`src/rtl/adder_pipe_pkg.sv`:
```
// adder_pipe_pkg: shared types and the overflow-aware add used by the adder_pipe datapath.
// Latency: n/a (types and a combinational function only).
// Backpressure: n/a.
// Contents: mode_e, add_res_t, add_ovf(), and the ADDER_PIPE_S1_T stage-1 beat typedef macro.
// Build option: ADDER_PIPE_SAT_EN makes add_ovf clamp overflowing results to all-ones.
package adder_pipe_pkg;

   typedef enum logic {
      MODE_ADD   = 1'b0,
      MODE_ACCUM = 1'b1
   } mode_e;

   // Widest datapath add_ovf can serve; callers zero-extend into it.
   localparam int MAX_W = 64;

   typedef struct packed {
      logic [MAX_W-1:0] sum;
      logic             ovf;
   } add_res_t;

   // acc + addend, judged against a width-bit result. Any bit at or above
   // 'width' counts as overflow, which covers both the single carry of a
   // plain add and the two-bit carry of accumulate-plus-sum.
   function automatic add_res_t add_ovf(input logic [MAX_W-1:0] acc,
                                        input logic [MAX_W:0]   addend,
                                        input int unsigned      width);
      logic [MAX_W+1:0] t;
      logic [MAX_W+1:0] mask;
      add_res_t         res;
      t        = {2'b00, acc} + {1'b0, addend};
      mask     = {(MAX_W+2){1'b1}} >> (MAX_W + 2 - width);
      res.ovf  = |(t & ~mask);
      res.sum  = MAX_W'(t & mask);
`ifdef ADDER_PIPE_SAT_EN
      if (res.ovf) begin
         res.sum = MAX_W'(mask);
      end
`endif
      return res;
   endfunction

endpackage

// Stage-1 beat: raw a+b with its carry, plus the steering fields.
`define ADDER_PIPE_S1_T(W, CW) struct packed { logic [(W):0] sum; logic [(CW)-1:0] ch; adder_pipe_pkg::mode_e mode; logic clr; }

```
`src/rtl/adder_pipe_acc_bank.sv`:
```
// adder_pipe_acc_bank: CHANNELS x WIDTH accumulator register file.
// Latency: combinational read, write lands on the next clock edge.
// Backpressure: none; the caller gates wr_en to real pipeline transfers.
// Ports: clk, rst (async active-high, clears all entries), rd_ch -> rd_dat,
//        wr_en/wr_ch/wr_dat write port. Out-of-range channels read 0 and are never written.
module adder_pipe_acc_bank #(
   parameter int WIDTH    = 32,
   parameter int CHANNELS = 4,
   parameter int CH_W     = 2
) (
   input  logic             clk,
   input  logic             rst,
   input  logic [CH_W-1:0]  rd_ch,
   output logic [WIDTH-1:0] rd_dat,
   input  logic             wr_en,
   input  logic [CH_W-1:0]  wr_ch,
   input  logic [WIDTH-1:0] wr_dat
);

   logic [WIDTH-1:0] acc [CHANNELS];

   always_ff @(posedge clk or posedge rst) begin
      if (rst) begin
         for (int i = 0; i < CHANNELS; i++) begin
            acc[i] <= '0;
         end
      end else begin
         for (int i = 0; i < CHANNELS; i++) begin
            if (wr_en && (wr_ch == CH_W'(i))) begin
               acc[i] <= wr_dat;
            end
         end
      end
   end

   // Decoded compare rather than a direct index so a non-power-of-2 bank
   // never indexes past its last entry.
   always_comb begin
      rd_dat = '0;
      for (int i = 0; i < CHANNELS; i++) begin
         if (rd_ch == CH_W'(i)) begin
            rd_dat = acc[i];
         end
      end
   end

endmodule

```
`src/rtl/adder_pipe.sv`:
```
// adder_pipe: two-stage unsigned adder / per-channel accumulator with valid/ready on both sides.
// Latency: 2 cycles from input acceptance to o_valid; sustains 1 beat/cycle.
// Backpressure: i_ready low holds the output stage; o_ready drops only when both stages are full.
// Ports: i_clk, i_rst (async active-high); input beat i_valid/o_ready with i_a, i_b, i_ch,
//        i_mode (0 ADD, 1 ACCUM), i_clr (ACCUM load); output beat o_valid/i_ready with o_sum, o_ch, o_ovf.
// Build option: ADDER_PIPE_SAT_EN clamps overflowing results, and the stored accumulator, to all-ones.
// WIDTH may not exceed adder_pipe_pkg::MAX_W.
module adder_pipe
   import adder_pipe_pkg::*;
#(
   parameter  int WIDTH    = 32,
   parameter  int CHANNELS = 4,
   localparam int CH_W     = (CHANNELS > 1) ? $clog2(CHANNELS) : 1
) (
   input  logic             i_clk,
   input  logic             i_rst,
   input  logic             i_valid,
   output logic             o_ready,
   input  logic [WIDTH-1:0] i_a,
   input  logic [WIDTH-1:0] i_b,
   input  logic [CH_W-1:0]  i_ch,
   input  logic             i_mode,
   input  logic             i_clr,
   output logic             o_valid,
   input  logic             i_ready,
   output logic [WIDTH-1:0] o_sum,
   output logic [CH_W-1:0]  o_ch,
   output logic             o_ovf
);

   typedef `ADDER_PIPE_S1_T(WIDTH, CH_W) s1_t;

   s1_t              s1_q;
   logic             s1_vld;
   logic             s2_adv;
   logic             s1_adv;
   logic             ch_ok;
   logic             accumulate;
   logic [WIDTH-1:0] acc_rd;
   logic [WIDTH-1:0] acc_sel;
   logic             acc_we;
   add_res_t         res;
   logic             unused_res;
   logic [WIDTH-1:0] s2_sum_d;
   logic             s2_ovf_d;

   assign s2_adv  = !o_valid || i_ready;
   assign s1_adv  = s1_vld && s2_adv;
   assign o_ready = !s1_vld || s2_adv;

   assign ch_ok      = int'(s1_q.ch) < CHANNELS;
   assign accumulate = (s1_q.mode == MODE_ACCUM) && !s1_q.clr;

   // ADD and ACCUM-load both reduce to 0 + s1 sum, so one adder covers all modes.
   assign acc_sel = accumulate ? acc_rd : '0;
   assign res     = add_ovf(MAX_W'(acc_sel), (MAX_W+1)'(s1_q.sum), WIDTH);

   // Bits above WIDTH are always zero; folded here so nothing dangles.
   assign unused_res = ^res.sum;

   always_comb begin
      s2_sum_d = res.sum[WIDTH-1:0];
      s2_ovf_d = res.ovf;
      if (!ch_ok) begin
         // No such accumulator: pass the raw sum through and flag it.
         s2_sum_d = s1_q.sum[WIDTH-1:0];
         s2_ovf_d = 1'b1;
      end
   end

   // The write and the S2 load share one edge, so a following beat on the
   // same channel already reads the updated value: no forwarding needed.
   assign acc_we = s1_adv && (s1_q.mode == MODE_ACCUM) && ch_ok;

   adder_pipe_acc_bank #(
      .WIDTH    (WIDTH),
      .CHANNELS (CHANNELS),
      .CH_W     (CH_W)
   ) u_acc_bank (
      .clk    (i_clk),
      .rst    (i_rst),
      .rd_ch  (s1_q.ch),
      .rd_dat (acc_rd),
      .wr_en  (acc_we),
      .wr_ch  (s1_q.ch),
      .wr_dat (s2_sum_d)
   );

   always_ff @(posedge i_clk or posedge i_rst) begin
      if (i_rst) begin
         s1_vld <= 1'b0;
         s1_q   <= '0;
      end else if (o_ready) begin
         s1_vld <= i_valid;
         if (i_valid) begin
            s1_q <= '{sum:  {1'b0, i_a} + {1'b0, i_b},
                      ch:   i_ch,
                      mode: mode_e'(i_mode),
                      clr:  i_clr};
         end
      end
   end

   always_ff @(posedge i_clk or posedge i_rst) begin
      if (i_rst) begin
         o_valid <= 1'b0;
         o_sum   <= '0;
         o_ch    <= '0;
         o_ovf   <= 1'b0;
      end else if (s2_adv) begin
         o_valid <= s1_vld;
         if (s1_vld) begin
            o_sum <= s2_sum_d;
            o_ch  <= s1_q.ch;
            o_ovf <= s2_ovf_d;
         end
      end
   end

endmodule
```
`config.mk`:
```
export PLATFORM = sky130hd
export DESIGN_NAME = adder_pipe
export DESIGN_NICKNAME = d
export VERILOG_FILES = /design/src/rtl/adder_pipe_pkg.sv /design/src/rtl/adder_pipe_acc_bank.sv /design/src/rtl/adder_pipe.sv
export SDC_FILE = /design/constraint.sdc
export NUM_CORES = 1
export LEC_CHECK = 0
export CAP_MARGIN = 15
export CORE_MARGIN = 4
export CORE_UTILIZATION = 40
export CTS_CLUSTER_DIAMETER = 150
export DETAILED_ROUTE_END_ITERATION = 12
export PLACE_DENSITY = 0.59
export SLEW_MARGIN = 10
export SYNTH_ARGS = -nofsm -noshare
export SYNTH_HDL_FRONTEND = slang
export SYNTH_SLANG_ARGS = --single-unit
```
`constraint.sdc`:
```
create_clock -name i_clk -period 7.4 [get_ports i_clk]
set_input_delay 0.74 -clock i_clk [delete_from_list [all_inputs] [get_ports i_clk]]
set_output_delay 0.74 -clock i_clk [all_outputs]
set_load 0.02 [all_outputs]
```
==> results of run 1 <==
[cell families (layout without fill, tap and decap cells)]
| group | count (synthesis) | after routing | share of synthesized area |
|---|---|---|---|
| mux | 77 | 77 | 0.103 |
| buf+inv | 83 | 179 | 0.0271 |
| fa+ha+maj | 66 | 66 | 0.0704 |
| simple gates | 517 | 517 | 0.192 |
| compound gates | 265 | 265 | 0.150 |
| flops | 202 | 202 | 0.423 |
| xor+xnor | 44 | 44 | 0.0354 |
[critical path: cells and delay by family (launching register included)]
family | cells | cell delay (ps)
compound gates | 6 | 1340
simple gates | 2 | 580
fa+ha+maj | 1 | 360
buf+inv | 1 | 460
flops | 1 | 810
mux | 2 | 860
[sequential cells by signal, summed over array words and instances, names as in the netlist]
signal,flops
o_sum,32
s1_vld,1
o_ovf,1
o_ch,2
s1_q,37
u_acc_bank.acc,128
o_valid,1
[metal layers]
| metal | wire length (µm) | part of all wire |
|---|---|---|
| met1 | 15200 | 0.49 |
| met4 | 350 | 0.011 |
| met2 | 13600 | 0.44 |
| met5 | 0 | 0 |
| met3 | 1760 | 0.057 |
[path summary, 6_finish.rpt]
check                           startpoint  cells after the start            endpoint  slack, ps
worst min-delay path               s1_q[0]                      2             s1_q[0]        460
worst min register to register     s1_q[0]                      2             s1_q[0]        460
worst max register to register     s1_q[2]                     12               o_ovf       2850
worst max-delay path               s1_q[2]                     12               o_ovf       2850
min in group asynchronous            i_rst                      2             s1_q[5]        830
max in group asynchronous            i_rst                      3  u_acc_bank.acc[24]       5100
[layout make-up]
type / instances / area (µm²)
Inverter: 22 / 90.1
Tap cell: 390 / 488
Multi-Input combinational cell: 969 / 6590
Timing Repair Buffer: 118 / 1160
Fill cell: 2782 / 15400
Clock buffer: 33 / 653
Clock inverter: 6 / 120
Sequential cell: 202 / 5060
[stage by stage]
step	setup slack (ps)	instance area, µm²	util	std cells	total power, mW
after floorplan	1150	11900	-	1254	3.02
after global placement	2840	13400	0.453	1701	3.60
after detailed placement	2870	13400	0.453	1701	3.63
after CTS	2830	14200	0.479	1740	4.82
after global routing	2580	14200	0.479	1740	5.09
final	2850	14200	0.479	1740	4.78
[report_power, final]
group,total [mW],switching [mW],internal (mW)
clock,1.17,0.451,0.717
combinational,1.78,0.962,0.823
sequential,1.83,0.273,1.56
total,4.78,1.69,3.09
[layout by cell type, fill, tap and decap left out, types with 27 or more instances in the layout]
| cell type | n |
|---|---|
| nor2_1 | 42 |
| o21ai_0 | 78 |
| nor2b_1 | 40 |
| mux2_2 | 43 |
| ha_1 | 64 |
| a21oi_1 | 52 |
| mux4_2 | 32 |
| clkdlybuf4s50_1 | 108 |
| a21o_1 | 27 |
| nand2_1 | 342 |
| dfrtp_1 | 200 |
==> results.md, run 1 <==
- Status: finished, final reports clean
- Worst EP arrival: approximately 5000 ps
- Tcrit/Tclk final: 0.615
- Grt total ovfl: 0
- Maximum fanout along the worst path: 22
- Final hold violation count: 0
- GRT met3 Usage: 0.0266
- Max Buffers Root-to-Sink: 3
- Min-Delay Path Class: reg2reg
- Crit path kind: reg2reg
- DRT iter0 DRCs: 498
- Layout cells sized above 1: 0.118
- Top-area cell type share of the netlist area: 0.423
- CP max stage cell: dfrtp_2
- Top post-synthesis cells by count: nand2_1, dfrtp_1, o21ai_0
- CP max stage delay: around 800 ps
- CTS Hold Bufs: 0
- Area contributors post-synth: dfrtp_1, nand2_1, ha_1, mux4_2, mux2_2
- Gr usage total: 0.187
- First-pass GRT wire length: ~50000 µm
- GR peak layer: met2
- Total of max-cap violations: 0
- CTS tree: done
- Antenna violations before repair: 0
- Netlist cell types: 75
- Largest net degree at the start of global routing: around 130
- Most instantiated library cell after synthesis: nand2_1
- Clock skew: between 9 and 10 ps
- Post-Syn Area: 11900 µm²
- Std-Cell Rows: 63
- CTS root buffer: clkbuf_16
- Dpl hpwl: 21900 µm
- TritonCTS buffer count: 22
- Syn_area_per_cell: about 9.5 µm²
- Post-synth top flop: dfrtp_1
- Maximum vdd drop: ~0.00018 V
- Ys async rst share: 1.00
- FMAX: approximately 220 MHz
- Slew @ Worst Pin: ~1100 ps
- DR vias: 9347
- Port bufs: approximately 110
- Die width: 181 µm
- Clk slew on worst S/H paths: approximately 60 ps
- Wirelength per Cell: about 18 µm
- Starting Density: 0.404
- DR vias/cell: 5.37
- Unrepaired setup endpoints after global routing: false
- Skew-Pair Late Insertion Delay: between 500 and 600 ps
- Vias in the first global route: between 9k and 10k
- Antenna Cells: 0
- Cell taking the most area after synthesis: dfrtp_1
- GR Layer Usage met1: 0.284
- RD Place Congestion: just over 0.9
- TNS Setup: 0 ps
- Rel. slew slack: 0.265
- Minimum clock period after layout: between 4000 and 5000 ps
- Resized cells post-CTS: 0
- Post-layout nets: around 1.5k
- Initial DRT Pass Iterations: 5
- Leak: about 6.4 nW
- Worst endpoint required time: 7800 ps
- Grt met2 use: 0.290
- Core Region: between 20000 and 30000 µm²
- Synth Instances: between 1k and 1.5k
- Final ANT Viol Nets: 0
- Ys Warns: 0
- Sequential share of the synthesized area: 0.423
- # DRC: 0
- Final setup fails: 0
- Synth-to-layout area growth: 18.5%
- PwrDens: about 340 nW/µm²
- Die area: roughly 33000 µm²
- Die H: between 150 and 200 µm
- # IOs: 109
- #FFs+latches synth: between 200 and 250
- Startpoint Class: flip-flop
- Max-slew violation count: 0
- CTS Sinks: just over 200
- Buffer count from post-CTS setup fixing: 0
- Crit path capture type: flip-flop
- Mapped Nets: about 1.4k
- H-Tree Depth: 1
- Worst hold slack: ~460 ps
- CP cell instances: buf_4 -> mux4_2 -> nor2b_1 -> ha_1 -> a21oi_1 -> o22ai_1 -> o21ai_0 -> a31oi_1 -> nor4_1 -> o32ai_2 -> mux2_2 -> a221oi_1
- EDFF count, synth: 0
- Final WL: 30900 µm
Note: power is estimated with default switching activity, not from simulation.
==> run 2, diff against run 1 <==
- clock period: 7.4 -> 4.4 ns (I/O delays scaled with it)
==> run 2 against run 1 <==
  * Non-clock buffer count rose by 22
  * Via count rose by 1.3%
  * Utilization grew 0.30 points
  * Global-route usage up 0.19 points
  * Worst hold slack got worse by 180 ps
  * Die area did not move
  * Power is 66% higher
  * Flip-flop and latch count stayed put
  * Routed wire length grew 0.64%
  * Setup slack worse by 2500 ps
  * Critical path type unchanged
  * Critical path depth stayed put
  * Clock skew rose by 25 ps
==> results.md, run 2 (synthesis results as in run 1) <==
- Core Region: between 20000 and 30000 µm²
- Skew-Pair Late Insertion Delay: a little over 500 ps
- Resized cells post-CTS: 0
- Worst hold slack: 287 ps
- CP cell instances: buf_12 -> mux4_2 -> nor2b_1 -> ha_1 -> and2_1 -> nand3_1 -> a2111o_1 -> a31oi_1 -> nor4_1 -> o32ai_2 -> mux2_2 -> a221oi_1
- Synth-to-layout area growth: 19.2%
- Leak: 6.48 nW
- Tcrit/Tclk final: 0.928
- Max Buffers Root-to-Sink: 3
- Commonest cells after routing, fill and taps aside: nand2_1, dfrtp_1, clkdlybuf4s50_1
- Rel. slew slack: 0.347
- TNS Setup: 0 ps
- Total power: 7.93 mW
- Maximum fanout along the worst path: 15
- Die width: 181 µm
- Final ANT Viol Nets: 0
- FMAX: ~240 MHz
- Final WL: 31100 µm
- Final hold violation count: 0
- Grt total ovfl: 0
- Final core occ: 0.482
- Std-Cell Rows: 63
- CP max stage delay: 510 ps
- Maximum vdd drop: approximately 0.00026 V
- Min-Delay Path Class: in2async
- Die area: between 30000 and 40000 µm²
- Startpoint Class: flip-flop
- Buffer count from post-CTS setup fixing: 0
- CTS tree: done
- Antenna violations before repair: 0
- Slew @ Worst Pin: 977 ps
- CTS root buffer: clkbuf_16
- Largest regs: u_acc_bank.acc: 128 flops, s1_q: 37 flops, o_sum: 32 flops
- Total of max-cap violations: 0
- DR vias/cell: around 5.4
- Status: finished, final reports clean
- Crit path kind: reg2reg
- Unrepaired setup endpoints after global routing: false
- Final setup fails: 0
- Minimum clock period after layout: between 4000 and 5000 ps
- Largest net degree at the start of global routing: 111
- RD Place Congestion: approximately 1.0
- CTS Hold Bufs: 0
- Layout cells sized above 1: 0.129
- Dpl hpwl: ~23000 µm
- PwrDens: around 560 nW/µm²
- Initial DRT Pass Iterations: 5
- DRT iter0 DRCs: between 700 and 800
- Worst endpoint required time: 4780 ps
- Port bufs: 108
- First-pass GRT wire length: 51300 µm
- Most flops, register: u_acc_bank.acc
- Wirelength per Cell: ~18 µm
- Die H: around 180 µm
- # IOs: 109
- Max-slew violation count: 0
- Starting Density: 0.404
- Antenna Cells: 0
- CP top delay family: compound AO/OA/AOI/OAI gates
- H-Tree Depth: 1
- Clk slew on worst S/H paths: roughly 70 ps
- # DRC: 0
- CTS Sinks: between 200 and 250
- DR vias: ~9.5k
- CP max stage cell: mux4_2
- Critical path buffer and inverter count: 1
- Crit path capture type: flip-flop
- Max reg flops: about 130
- TritonCTS buffer count: 21
- Post-layout nets: between 1k and 1.5k
- Commonest non-fill, non-tap cell in the layout: nand2_1
- Clock skew: ~35 ps
- Gr usage total: 0.189
- Worst EP arrival: around 4500 ps
- Vias in the first global route: between 9k and 10k
## run 2: per-layer routing
layer / track usage / wire, µm
met1: 0.288 / 15200
met5: 0 / 0
met4: 0.0420 / 507
met3: 0.0215 / 1840
met2: 0.290 / 13500
## run 2: layout make-up
cell class                      instances  area [µm²]
Inverter                               22        86.3
Clock buffer                           26         564
Multi-Input combinational cell        969        6580
Timing Repair Buffer                  140        1380
Sequential cell                       202        5060
Clock inverter                          9        87.6
Tap cell                              390         488
Fill cell                            2785       15300
## run 2: path summary, 6_finish.rpt
kind                           start        end  slack (ps)  cells after the start
setup / recovery             s1_q[2]      o_ovf         320                     12
hold / removal                 i_rst  o_sum[11]         290                      2
setup reg to reg             s1_q[2]      o_ovf         320                     12
hold reg to reg            o_sum[16]  o_sum[16]         470                      2
max in group asynchronous      i_rst    s1_q[3]        3140                      3
min in group i_clk         o_sum[16]  o_sum[16]         470                      2
## run 2: per-stage QoR
stage	std cells	setup WS, ps	area [µm²]
finish	1758	317	14200
global route	1758	124	14200
CTS	1758	352	14200
detailed placement	1723	394	13600
global placement	1723	466	13600
floorplan	1254	240	12000
## run 2: where the power goes
group	switching, mW	internal, mW
combinational	1.68	1.46
clock	0.743	0.973
sequential	0.457	2.62
==> run 3, diff against run 2 <==
- CORE_ASPECT_RATIO: not set -> 0.8
==> run 3 against run 2 <==
  * Power hardly changed
  * Largest cell class unchanged
  * Maximum frequency is 1.0% higher
  * Clock skew is 21 ps lower
  * Critical path type unchanged
==> results.md, run 3 (synthesis results as in run 1) <==
- Antenna violations before repair: 0
- H-Tree Depth: 1
- RD Place Congestion: between 0.9 and 1
- Commonest cells after routing, fill and taps aside: nand2_1, dfrtp_1, clkdlybuf4s50_1
- Maximum vdd drop: 0.000347 V
- Die H: around 160 µm
- Unrepaired setup endpoints after global routing: false
- Total of max-cap violations: 0
- P_int: 5.10 mW
- DR vias/cell: 5.49
- Max reg flops: roughly 130
- Sw frac: 0.357
- FMAX: between 200 and 250 MHz
- Placed insts: about 1.7k
- Initial DRT Pass Iterations: 5
- Final setup fails: 0
- TritonCTS buffer count: 21
- Max layer used: met4
- Routed met2 length: around 15000 µm
- Rel. slew slack: 0.300
- FF+latch area: between 5000 and 6000 µm²
- Dpl ws: roughly 400 ps
- FILL cells: about 2.8k
- Skew-Pair Late Insertion Delay: 500 ps
- Die width: around 200 µm
- Tcrit/Tclk final: 0.919
- Post-route cell area: ~14000 µm²
- Buffer count from post-CTS setup fixing: 0
- Worst endpoint required time: approximately 4800 ps
- Dpl hpwl: between 20000 and 25000 µm
- Final ANT Viol Nets: 0
- Finished Layout Cells: approximately 1.7k
- Setup WS post-layout: roughly 360 ps
- Crit path capture type: flip-flop
- Largest regs: u_acc_bank.acc: 128 flops, s1_q: 37 flops, o_sum: 32 flops
- Most flops, register: u_acc_bank.acc
- Multi-input logic area: approximately 6600 µm²
- Reg power frac: 0.386
- R2R depth: 12
- Std-Cell Rows: 56
- Min-Delay Path Class: in2async
- Leak: 6.48 nW
- Comb power frac: 0.384
- Final hold violation count: 0
- Maximum fanout along the worst path: 14
- Met3 Routed Length: between 1000 and 1500 µm
- # DRC: 0
- Total power: 7.92 mW
- CTS Hold Bufs: 0
- CTS tree: done
- Worst EP arrival: approximately 4400 ps
- M1 WL: between 15000 and 20000 µm
- Core Region: between 20000 and 30000 µm²
- Crit path kind: reg2reg
- Resized cells post-CTS: 0
- Gr usage total: 0.195
- Wirelength per Cell: around 19 µm
- R2r endpoint: o_ovf
- PwrDens: 557 nW/µm²
- # IOs: 109
- Port bufs: around 110
- Die area: approximately 33000 µm²
- Antenna Cells: 0
- Max-slew violation count: 0
- Synth-to-layout area growth: 19.0%
- R2R Setup Slk: between 300 and 400 ps
- Starting Density: 0.407
- P_sw: 2.83 mW
- Clock skew: 13.6 ps
- Startpoint Class: flip-flop
- Status: finished, final reports clean
- CTS Sinks: 202
- First-pass GRT wire length: about 52000 µm
- Layout cells sized above 1: 0.129
- Post-layout nets: 1489
- Commonest non-fill, non-tap cell in the layout: nand2_1
- Worst reg2reg path startpoint: s1_q[2]
- Grt total ovfl: 0
- Clock share of power: 0.230
- Clk slew on worst S/H paths: 60 ps
- Minimum clock period after layout: roughly 4000 ps
- Max Buffers Root-to-Sink: 3
- Final WL: approximately 32000 µm
- Slew @ Worst Pin: 1050 ps
- Vias in the first global route: ~9.3k
- CTS root buffer: clkbuf_16
- DRT iter0 DRCs: between 600 and 700
- DR vias: ~9.6k
- TNS Setup: 0 ps
- Dpl cell area: about 14000 µm²
- Largest net degree at the start of global routing: between 100 and 150
-- run 3: cell count changes in the layout (fill, tap and decap cells not counted) --
cell and delta:
clkbuf_8 +5, or3_2 +1, clkinv_2 +1, buf_4 -3
clkinv_4 +1, or3_1 -1, clkbuf_1 -1, buf_12 -2
clkinvlp_4 -3, inv_8 +1, inv_6 -2
-- run 3: area by class of cell --
type | count | area share
Timing Repair Buffer | 135 | 0.0929
Multi-Input combinational cell | 969 | 0.463
Clock inverter | 7 | 0.00510
Clock buffer | 30 | 0.0443
Tap cell | 377 | 0.0332
Sequential cell | 202 | 0.356
Inverter | 22 | 0.00607
-- run 3: routing by layer --
metal | GRT usage | up-vias
met4 | 0.0298 | 0
met1 | 0.285 | 4712
met3 | 0.0277 | 36
met2 | 0.319 | 217
met5 | 0 | -
li1 | - | 4598
-- run 3: worst max-delay path by stage --
stage               cells after the start     from  slack, ps                  to
floorplan                              15  s1_q[3]        240  u_acc_bank.acc[92]
global placement                       12  s1_q[2]        440               o_ovf
detailed placement                     12  s1_q[2]        390               o_ovf
CTS                                    12  s1_q[2]        380               o_ovf
global route                           12  s1_q[2]        120               o_ovf
finish                                 12  s1_q[2]        360               o_ovf
-- run 3: critical path, stage by stage (launching register included) --
cell	delay [ps]
dfrtp_2	490
buf_4	340
mux4_2	540
nor2b_1	150
ha_1	340
nand3_1	80
o22ai_1	320
o21ai_0	180
a31oi_1	340
nor4_1	140
o32ai_2	360
mux2_2	370
a221oi_1	280
-- run 3: per-stage QoR --
| step | util | hold slack, ps |
|---|---|---|
| 6_report | 0.484 | 223 |
| 4_1_cts | 0.484 | 212 |
| 2_1_floorplan | - | 437 |
| 3_3_place_gp | 0.460 | 452 |
| 5_1_grt | 0.484 | 226 |
| 3_5_place_dp | 0.460 | 462 |
-- run 3: power by group through the flow --
| stage | logic (mW) | clock network, mW | registers, mW |
|---|---|---|---|
| floorplan | 1.97 | 0 | 3.10 |
| global placement | 3.01 | 0 | 3.08 |
| detailed placement | 3.05 | 0 | 3.10 |
| CTS | 3.07 | 1.87 | 3.07 |
| global route | 3.37 | 1.96 | 3.15 |
| finish | 3.04 | 1.82 | 3.06 |
==> RTL edit, RTL diff (settings of run 1) <==
The option `ADDER_PIPE_SAT_EN` is turned on by a define.
--- a/src/rtl/adder_pipe_pkg.sv
+++ b/src/rtl/adder_pipe_pkg.sv
@@ -5,2 +5,4 @@
 // Build option: ADDER_PIPE_SAT_EN makes add_ovf clamp overflowing results to all-ones.
+`define ADDER_PIPE_SAT_EN
+
 package adder_pipe_pkg;
Function: changed (Yosys sat finds a counterexample within 4 cycles, from zero or initial values and one cycle with i_rst high).
==> RTL edit against run 1 <==
  * Die area is 1.6% lower
  * Setup slack worse by 470 ps
  * Via count is 1.3% lower
  * First-iteration DRC count is 23% higher
  * Routed wire length is 4.2% lower
  * Synthesized area is 1.7% lower
  * Clock power is 7% lower
  * Final area is 2.0% lower
  * Sequential cell count stayed put
  * Maximum frequency is 9.4% lower
  * Power is 1.9% higher
==> RTL edit: results (changes against run 1) <==
{| class="wikitable"
! Metric !! Value
|-
| Run status || completed
|-
| Worst hold slack || 474 ps (+9.94 ps)
|-
| M1 GR Usage || 29.4% (+0.97 points)
|-
| Length of routed met2 wiring || 12,400 microns (-9.1%)
|-
| Met2 track utilization from global routing || 27.8% (-1.2 points)
|-
| Total wire length || 29,600 microns (-4.2%)
|-
| Non-filler cells, final || 1,721 (-1.1%)
|-
| DR vias || 9,230 (-1.3%)
|-
| Proportion of synthesized area in mux cells || 7.38% (-2.9 points)
|-
| Final-layout fill cell count || 2,768 (-0.50%)
|-
| Dominant cells by area after synthesis || sky130_fd_sc_hd__dfrtp_1, sky130_fd_sc_hd__ha_1, sky130_fd_sc_hd__a21oi_1
|-
| GP Congestion || 0.824 (-9.2%)
|-
| Library cells used by synthesis || 61 (-19%)
|-
| Compound-gate portion of the synthesized area || 19.8% (+4.9 points)
|-
| Worst reg2reg path depth || 13 (+1)
|-
| Adder and majority cell fraction of the synthesized area || 7.16% (+0.12 points)
|-
| Maximum VDD drop || 134 uV (-24%)
|-
| Total Power || 4870 uW (+1.9%)
|-
| Internal power || 3060 uW (-1.2%)
|-
| Hold Startpoint || o_sum[19]$_DFFE_PP0P_
|-
| Setup clock skew after layout || 21.7 ps (+12.2 ps)
|-
| Longest individual stage delay on the worst path || 780 ps (-30 ps)
|-
| Cts bufs inserted || 23 (+4.5%)
|-
| Terminus of the critical flop-to-flop path || u_acc_bank.acc[124]$_DFFE_PP0P_
|-
| Fraction of power consumed by the clock network || 22.3% (-2.1 points)
|-
| Total GRT Usage || 18.9% (+0.17 points)
|-
| Pleak || 0.00590 uW (-8.2%)
|-
| Maximum number of pins on one net before global-route repair || 148 (+12%)
|-
| Worst reg2reg setup slack || 2380 ps (-470 ps)
|-
| Crit path max fanout || 20 (-9.1%)
|-
| Sequential element share of the synthesized area || 43.0% (+0.73 points)
|-
| Final nets || 1,462 (-0.75%)
|-
| Detailed-routing wirelength on met1 || 15,000 microns (-0.94%)
|-
| Sequential Power Share || 37.4% (-0.8 points)
|-
| List of most frequent post-synthesis cells || sky130_fd_sc_hd__dfrtp_1, sky130_fd_sc_hd__nand2_1, sky130_fd_sc_hd__a21oi_1
|}
-- RTL edit: final cells by class --
cell class / count / share of cell area, %
well taps: 384 / 3.46
multi-input cells: 961 / 45.9
repair buffers: 119 / 8.54
clock inverters: 5 / 0.424
flip-flops and latches: 202 / 36.5
inverters: 17 / 0.514
clock buffers: 33 / 4.71
-- RTL edit: worst register-to-register path: stages, from the launching register on --
cell	delay, ps
sky130_fd_sc_hd__dfrtp_2	780
sky130_fd_sc_hd__buf_4	430
sky130_fd_sc_hd__mux4_2	370
sky130_fd_sc_hd__nor2b_1	150
sky130_fd_sc_hd__ha_1	230
sky130_fd_sc_hd__fa_1	440
sky130_fd_sc_hd__a211oi_2	280
sky130_fd_sc_hd__o211ai_2	190
sky130_fd_sc_hd__a2111oi_4	460
sky130_fd_sc_hd__a2111oi_0	170
sky130_fd_sc_hd__nor3_1	340
sky130_fd_sc_hd__a31o_2	420
sky130_fd_sc_hd__o21ai_0	310
sky130_fd_sc_hd__mux2_2	350
